## config.mk

```make
export PLATFORM = sky130hd
export DESIGN_NAME = grid_stream_loader
export DESIGN_NICKNAME = d
export VERILOG_FILES = /design/src/rtl/grid_stream_loader.sv
export SDC_FILE = /design/constraint.sdc
export NUM_CORES = 1
export LEC_CHECK = 0
export ABC_AREA = 1
export CAP_MARGIN = 15
export CORE_ASPECT_RATIO = 1.75
export CORE_MARGIN = 1.5
export CORE_UTILIZATION = 47
export CTS_CLUSTER_DIAMETER = 150
export DETAILED_ROUTE_END_ITERATION = 8
export PLACE_DENSITY = 0.74
export SYNTH_ARGS = -nofsm -noshare
export SYNTH_HDL_FRONTEND = slang
export SYNTH_SLANG_ARGS = --single-unit
```

## constraint.sdc

```tcl
create_clock -name clk -period 1.8 [get_ports clk]
set_clock_uncertainty 0.1 [all_clocks]
set_input_delay 0.45 -clock clk [delete_from_list [all_inputs] [get_ports clk]]
set_output_delay 0.45 -clock clk [all_outputs]
set_load 0.02 [all_outputs]
```

## src/rtl/grid_stream_loader.sv

```systemverilog
// Serial ASCII grid loader: packs '@'/'.' rows into a DEPTH x WIDTH bit matrix.
// Define GRID_PAD_ROWS_EN to accept short rows and early blank-line termination.
module grid_stream_loader #(
  parameter int WIDTH = 16,
  parameter int DEPTH = 16
) (
  input  logic                                clk,
  input  logic                                reset_n,
  input  logic [7:0]                          in_data,
  input  logic                                in_valid,
  output logic                                in_ready,
  output logic [WIDTH-1:0]                    grid [DEPTH-1:0],
  output logic                                grid_valid,
  input  logic                                grid_ack,
  output logic [$clog2(WIDTH*DEPTH+1)-1:0]    paper_count,
  output logic                                err,
  input  logic                                err_restart
);

  localparam int CW  = $clog2(WIDTH+1);
  localparam int RW  = $clog2(DEPTH+1);
  localparam int PCW = $clog2(WIDTH*DEPTH+1);

  typedef enum logic [1:0] {
    S_LOAD,
    S_FULL,
    S_ERR
  } state_t;

  state_t           r_state, w_state_nxt;
  logic [CW-1:0]    r_col, w_col_nxt;
  logic [RW-1:0]    r_row, w_row_nxt;
  logic [PCW-1:0]   r_cnt, w_cnt_nxt;
  logic [WIDTH-1:0] r_grid [DEPTH-1:0];

  logic w_accept;
  logic w_is_at, w_is_dot, w_is_lf, w_is_cr;
  logic w_col_full, w_col_zero, w_last_row;
  logic w_clear, w_wr_en, w_wr_val;

  assign in_ready   = (r_state != S_FULL);
  assign w_accept   = in_valid && in_ready;
  assign w_is_at    = (in_data == 8'h40);
  assign w_is_dot   = (in_data == 8'h2E);
  assign w_is_lf    = (in_data == 8'h0A);
  assign w_is_cr    = (in_data == 8'h0D);
  assign w_col_full = (r_col == CW'(WIDTH));
  assign w_col_zero = (r_col == '0);
  assign w_last_row = (r_row == RW'(DEPTH-1));

  always_comb begin
    w_state_nxt = r_state;
    w_col_nxt   = r_col;
    w_row_nxt   = r_row;
    w_cnt_nxt   = r_cnt;
    w_clear     = 1'b0;
    w_wr_en     = 1'b0;
    w_wr_val    = w_is_at;
    unique case (r_state)
      S_LOAD: begin
        if (w_accept) begin
          unique case (1'b1)
            w_is_at, w_is_dot: begin
              if (w_col_full) begin
                w_state_nxt = S_ERR;
              end else begin
                w_wr_en   = 1'b1;
                w_col_nxt = r_col + CW'(1);
                if (w_is_at) w_cnt_nxt = r_cnt + PCW'(1);
              end
            end
            w_is_lf: begin
              if (w_col_full) begin
                w_col_nxt = '0;
                w_row_nxt = r_row + RW'(1);
                if (w_last_row) w_state_nxt = S_FULL;
              end else if (w_col_zero) begin
`ifdef GRID_PAD_ROWS_EN
                // blank line after real rows ends the grid early
                if (r_row != '0) w_state_nxt = S_FULL;
`endif
              end else begin
`ifdef GRID_PAD_ROWS_EN
                w_col_nxt = '0;
                w_row_nxt = r_row + RW'(1);
                if (w_last_row) w_state_nxt = S_FULL;
`else
                w_state_nxt = S_ERR;
`endif
              end
            end
            w_is_cr: begin
            end
            default: w_state_nxt = S_ERR;
          endcase
        end
      end
      S_FULL: begin
        if (grid_ack) begin
          w_clear     = 1'b1;
          w_state_nxt = S_LOAD;
        end
      end
      S_ERR: begin
        // restart wins over any byte drained on the same edge
        if (err_restart) begin
          w_clear     = 1'b1;
          w_state_nxt = S_LOAD;
        end
      end
      default: w_state_nxt = S_LOAD;
    endcase
    if (w_clear) begin
      w_col_nxt = '0;
      w_row_nxt = '0;
      w_cnt_nxt = '0;
    end
  end

  always_ff @(posedge clk or negedge reset_n) begin
    if (!reset_n) begin
      r_state <= S_LOAD;
      r_col   <= '0;
      r_row   <= '0;
      r_cnt   <= '0;
    end else begin
      r_state <= w_state_nxt;
      r_col   <= w_col_nxt;
      r_row   <= w_row_nxt;
      r_cnt   <= w_cnt_nxt;
    end
  end

  always_ff @(posedge clk or negedge reset_n) begin
    if (!reset_n) begin
      for (int r = 0; r < DEPTH; r++) r_grid[r] <= '0;
    end else if (w_clear) begin
      for (int r = 0; r < DEPTH; r++) r_grid[r] <= '0;
    end else begin
      for (int r = 0; r < DEPTH; r++) begin
        for (int c = 0; c < WIDTH; c++) begin
          if (w_wr_en && r_row == RW'(r) && r_col == CW'(c))
            r_grid[r][c] <= w_wr_val;
        end
      end
    end
  end

  assign grid        = r_grid;
  assign paper_count = r_cnt;
  assign grid_valid  = (r_state == S_FULL);
  assign err         = (r_state == S_ERR);

endmodule

```

==> flow_metrics.py <==
metrics = {
    "synthesis": {
        "synth_seq_cells": 277,
        "ys_warn_count": 0,
        "yosysSeqAreaShare": 0.490,
        "syn_area_per_cell_um2": 8.05,
        "syn-num-nets": 1784,
        "synthesis.area_um2": 14200,
        "netlist_top_cells_area": "dfrtp_1 (49%), nand2_1 (14%), nand4_1 (10%)",
        "synthCells": 1757,
        "synth.top_cell.area_share": 0.490,
        "synthDistinctLibCells": 28,
        "yosys.area.top_type": "dfrtp_1",
    },
    "sta": {
        "fmax_mhz": 515,
        "worst_pin_slew_ns": 0.456,
        "rsz0062_at_grt": "yes",
        "finalSetupViolations": 268,
        "max-slew-margin-rel": 0.696,
        "holdWs_ns": 0.310,
        "hold_viol": 0,
        "post-route-period-util": 1.08,
        "slew_viol_final": 0,
        "fin_crit_ns": 1.94,
        "setup_ws_ns": -0.141,
        "final.setup.tns_ns": -18.41,
    },
    "worst_setup_path": {
        "arrival_ns": 1.39,
        "crit_slowest_cell": "dfrtp_1",
        "r2r_start": "r_row[1]",
        "path_cells": "inv_2, ha_4, inv_4, buf_6",
        "start_kind": "register",
        "cp_slowest_stage_delay_ns": 0.40,
        "cp_top_family": "flip-flops",
        "required_ns": 1.25,
        "r2r_setup_slack_ns": -0.14,
        "crit_buf_inv": 3,
        "cp_max_fo": 3,
        "r2r_cells": 9,
        "cp-end-kind": "primary output",
        "cp.depth": 4,
        "worstSetupPathType": "reg -> out",
        "r2r-end": "grid[157]",
    },
    "placement": {
        "place_ws_ns": -0.669,
        "place_hpwl_um": 32100,
        "io_buffers": 280,
        "place.gp.congestion": 0.884,
    },
    "drt": {
        "routedWlPerCell_um": 20.9,
        "wl_um": 52000,
        "remaining_drc_errors": 0,
        "drtIter0Drc": 1259,
        "dr_total_vias": 14700,
        "dr.pass1.iters": 5,
        "ant_nets": 0,
        "via_per_inst": 5.91,
    },
    "clocking": {
        "htree_levels": 1,
        "clkTransAtPathRegs_ns": 0.07,
        "cts_buffers": 27,
        "cts_num_sinks": 277,
        "root_buffer": "clkbuf_16",
        "cts_tree": "built",
        "cts_max_path_buffers": 3,
        "clk_latency_ns": 0.55,
    },
    "global_routing": {
        "grt_pass1_vias": 13500,
        "grt_max_degree": 77,
        "grt_usage": 0.295,
        "grt_antenna_before_repair": 0,
        "grt_first_pass_wirelength_um": 72800,
        "grt_overflow": 0,
    },
    "layout": {
        "multi_input_area_um2": 6810,
        "antenna_cells": 0,
        "layout_common_cells": "nand2_1 (499), dfrtp_1 (275), nand4_1 (230)",
        "area_delta_synth_final_pct": 48.1,
        "drive_gt1_frac": 0.283,
        "mostFrequentLayoutCell": "nand2_1",
        "num-fill-cells": 2123,
        "register_area_um2": 6930,
        "fin_nets": 2106,
    },
    "power_and_ir_drop": {
        "power_w": 0.0158,
        "p_leak_nw": 10.0,
        "ir_drop_uv": 676,
        "cellPowerDensity_nw_per_um2": 753,
    },
    "hold_path": {
        "hold_path_class": "in -> async",
    },
    "floorplan": {
        "core_um2": 29500,
        "dieArea_um2": 31200,
        "ioPinCount": 281,
        "die_h_um": 233,
        "start_util": 0.480,
        "num_rows": 83,
        "die_x_um": 134,
    },
    "run_status": {
        "status": "complete, but fails checks",
        "violations": "negative setup slack",
    },
    "flow_run": {
        "cap_viol_max_count": 0,
    },
}
[per-stage QoR]
stage                     utilization  area [um2]  instances
after floorplan                     -       14200       1757
after global placement          0.633       18700       2387
after detailed placement        0.633       18700       2387
after CTS                       0.672       19800       2449
after global routing            0.711       21000       2481
final                           0.711       21000       2481
[metal layers]
layer | GRT usage | part of all wire | vias up
met5 | 0 | 0 | -
met4 | 0.162 | 0.065 | 0
met3 | 0.0342 | 0.069 | 190
met2 | 0.517 | 0.52 | 863
met1 | 0.350 | 0.35 | 7027
li1 | - | - | 6579
[cell usage after synthesis, drive strengths merged]
library cell  count
or2               1
nor3             37
xor2              6
buf              78
a21oi             5
clkbuf          102
nand3           264
nand2           546
xnor2             2
a211oi            1
nand4           230
ha               14
clkinv            2
inv              54
o21ai             8
nor2             98
dfrtp           277
o21a             32
[report_power, final]
part | switching, W | internal [W] | leakage (nW) | total, W
combinational | 0.00231 | 0.00121 | 5.72 | 0.00352
sequential | 0.0000370 | 0.00626 | 3.86 | 0.00630
clock | 0.00257 | 0.00338 | 0.441 | 0.00596
[layout make-up]
cell class / instances / area share
flip-flops and latches: 277 / 0.331
multi-input cells: 1244 / 0.325
repair buffers: 473 / 0.266
clock buffers: 36 / 0.0377
well taps: 382 / 0.0228
inverters: 56 / 0.0112
clock inverters: 13 / 0.00657
[cells by family (layout without fill, tap and decap cells)]
| family | count (synthesis) | in the layout | synth area share |
|---|---|---|---|
| adders and majority gates | 14 | 14 | 0.0124 |
| DFF | 277 | 277 | 0.490 |
| buffers and inverters | 236 | 578 | 0.0782 |
| and+or+nand+nor | 1176 | 1176 | 0.393 |
| xor gates and xnor gates | 8 | 8 | 0.00495 |
| AOI/OAI and AO/OA | 46 | 46 | 0.0221 |
[flip-flops by register name, summed over array words and instances (netlist names)]
signal,cells
r_col,5
r_state,2
paper_count,9
grid,256
r_row,5
[worst max-delay path by stage]
stage | endpoint | slack [ns] | start
finish | in_ready | -0.14 | r_state[1]
global route | grid[78] | -0.21 | in_data[2]
CTS | grid_valid | -0.13 | r_state[1]
detailed placement | grid[184] | -0.67 | in_data[6]
global placement | grid[220] | -0.62 | in_data[6]
floorplan | grid[76] | -0.03 | r_state[0]
[repair_timing]
item / 4_1_cts / 5_1_grt
endpoints found under the setup margin: 531 / 346
pin swaps: 3 / 32
endpoints found under the hold margin: 33 / 0
resized for setup: 777 / 132
hold buffers: 1 / 0
setup buffers: 12 / 8
gates cloned: 0 / 24
Note: power is estimated with default switching activity, not from simulation.
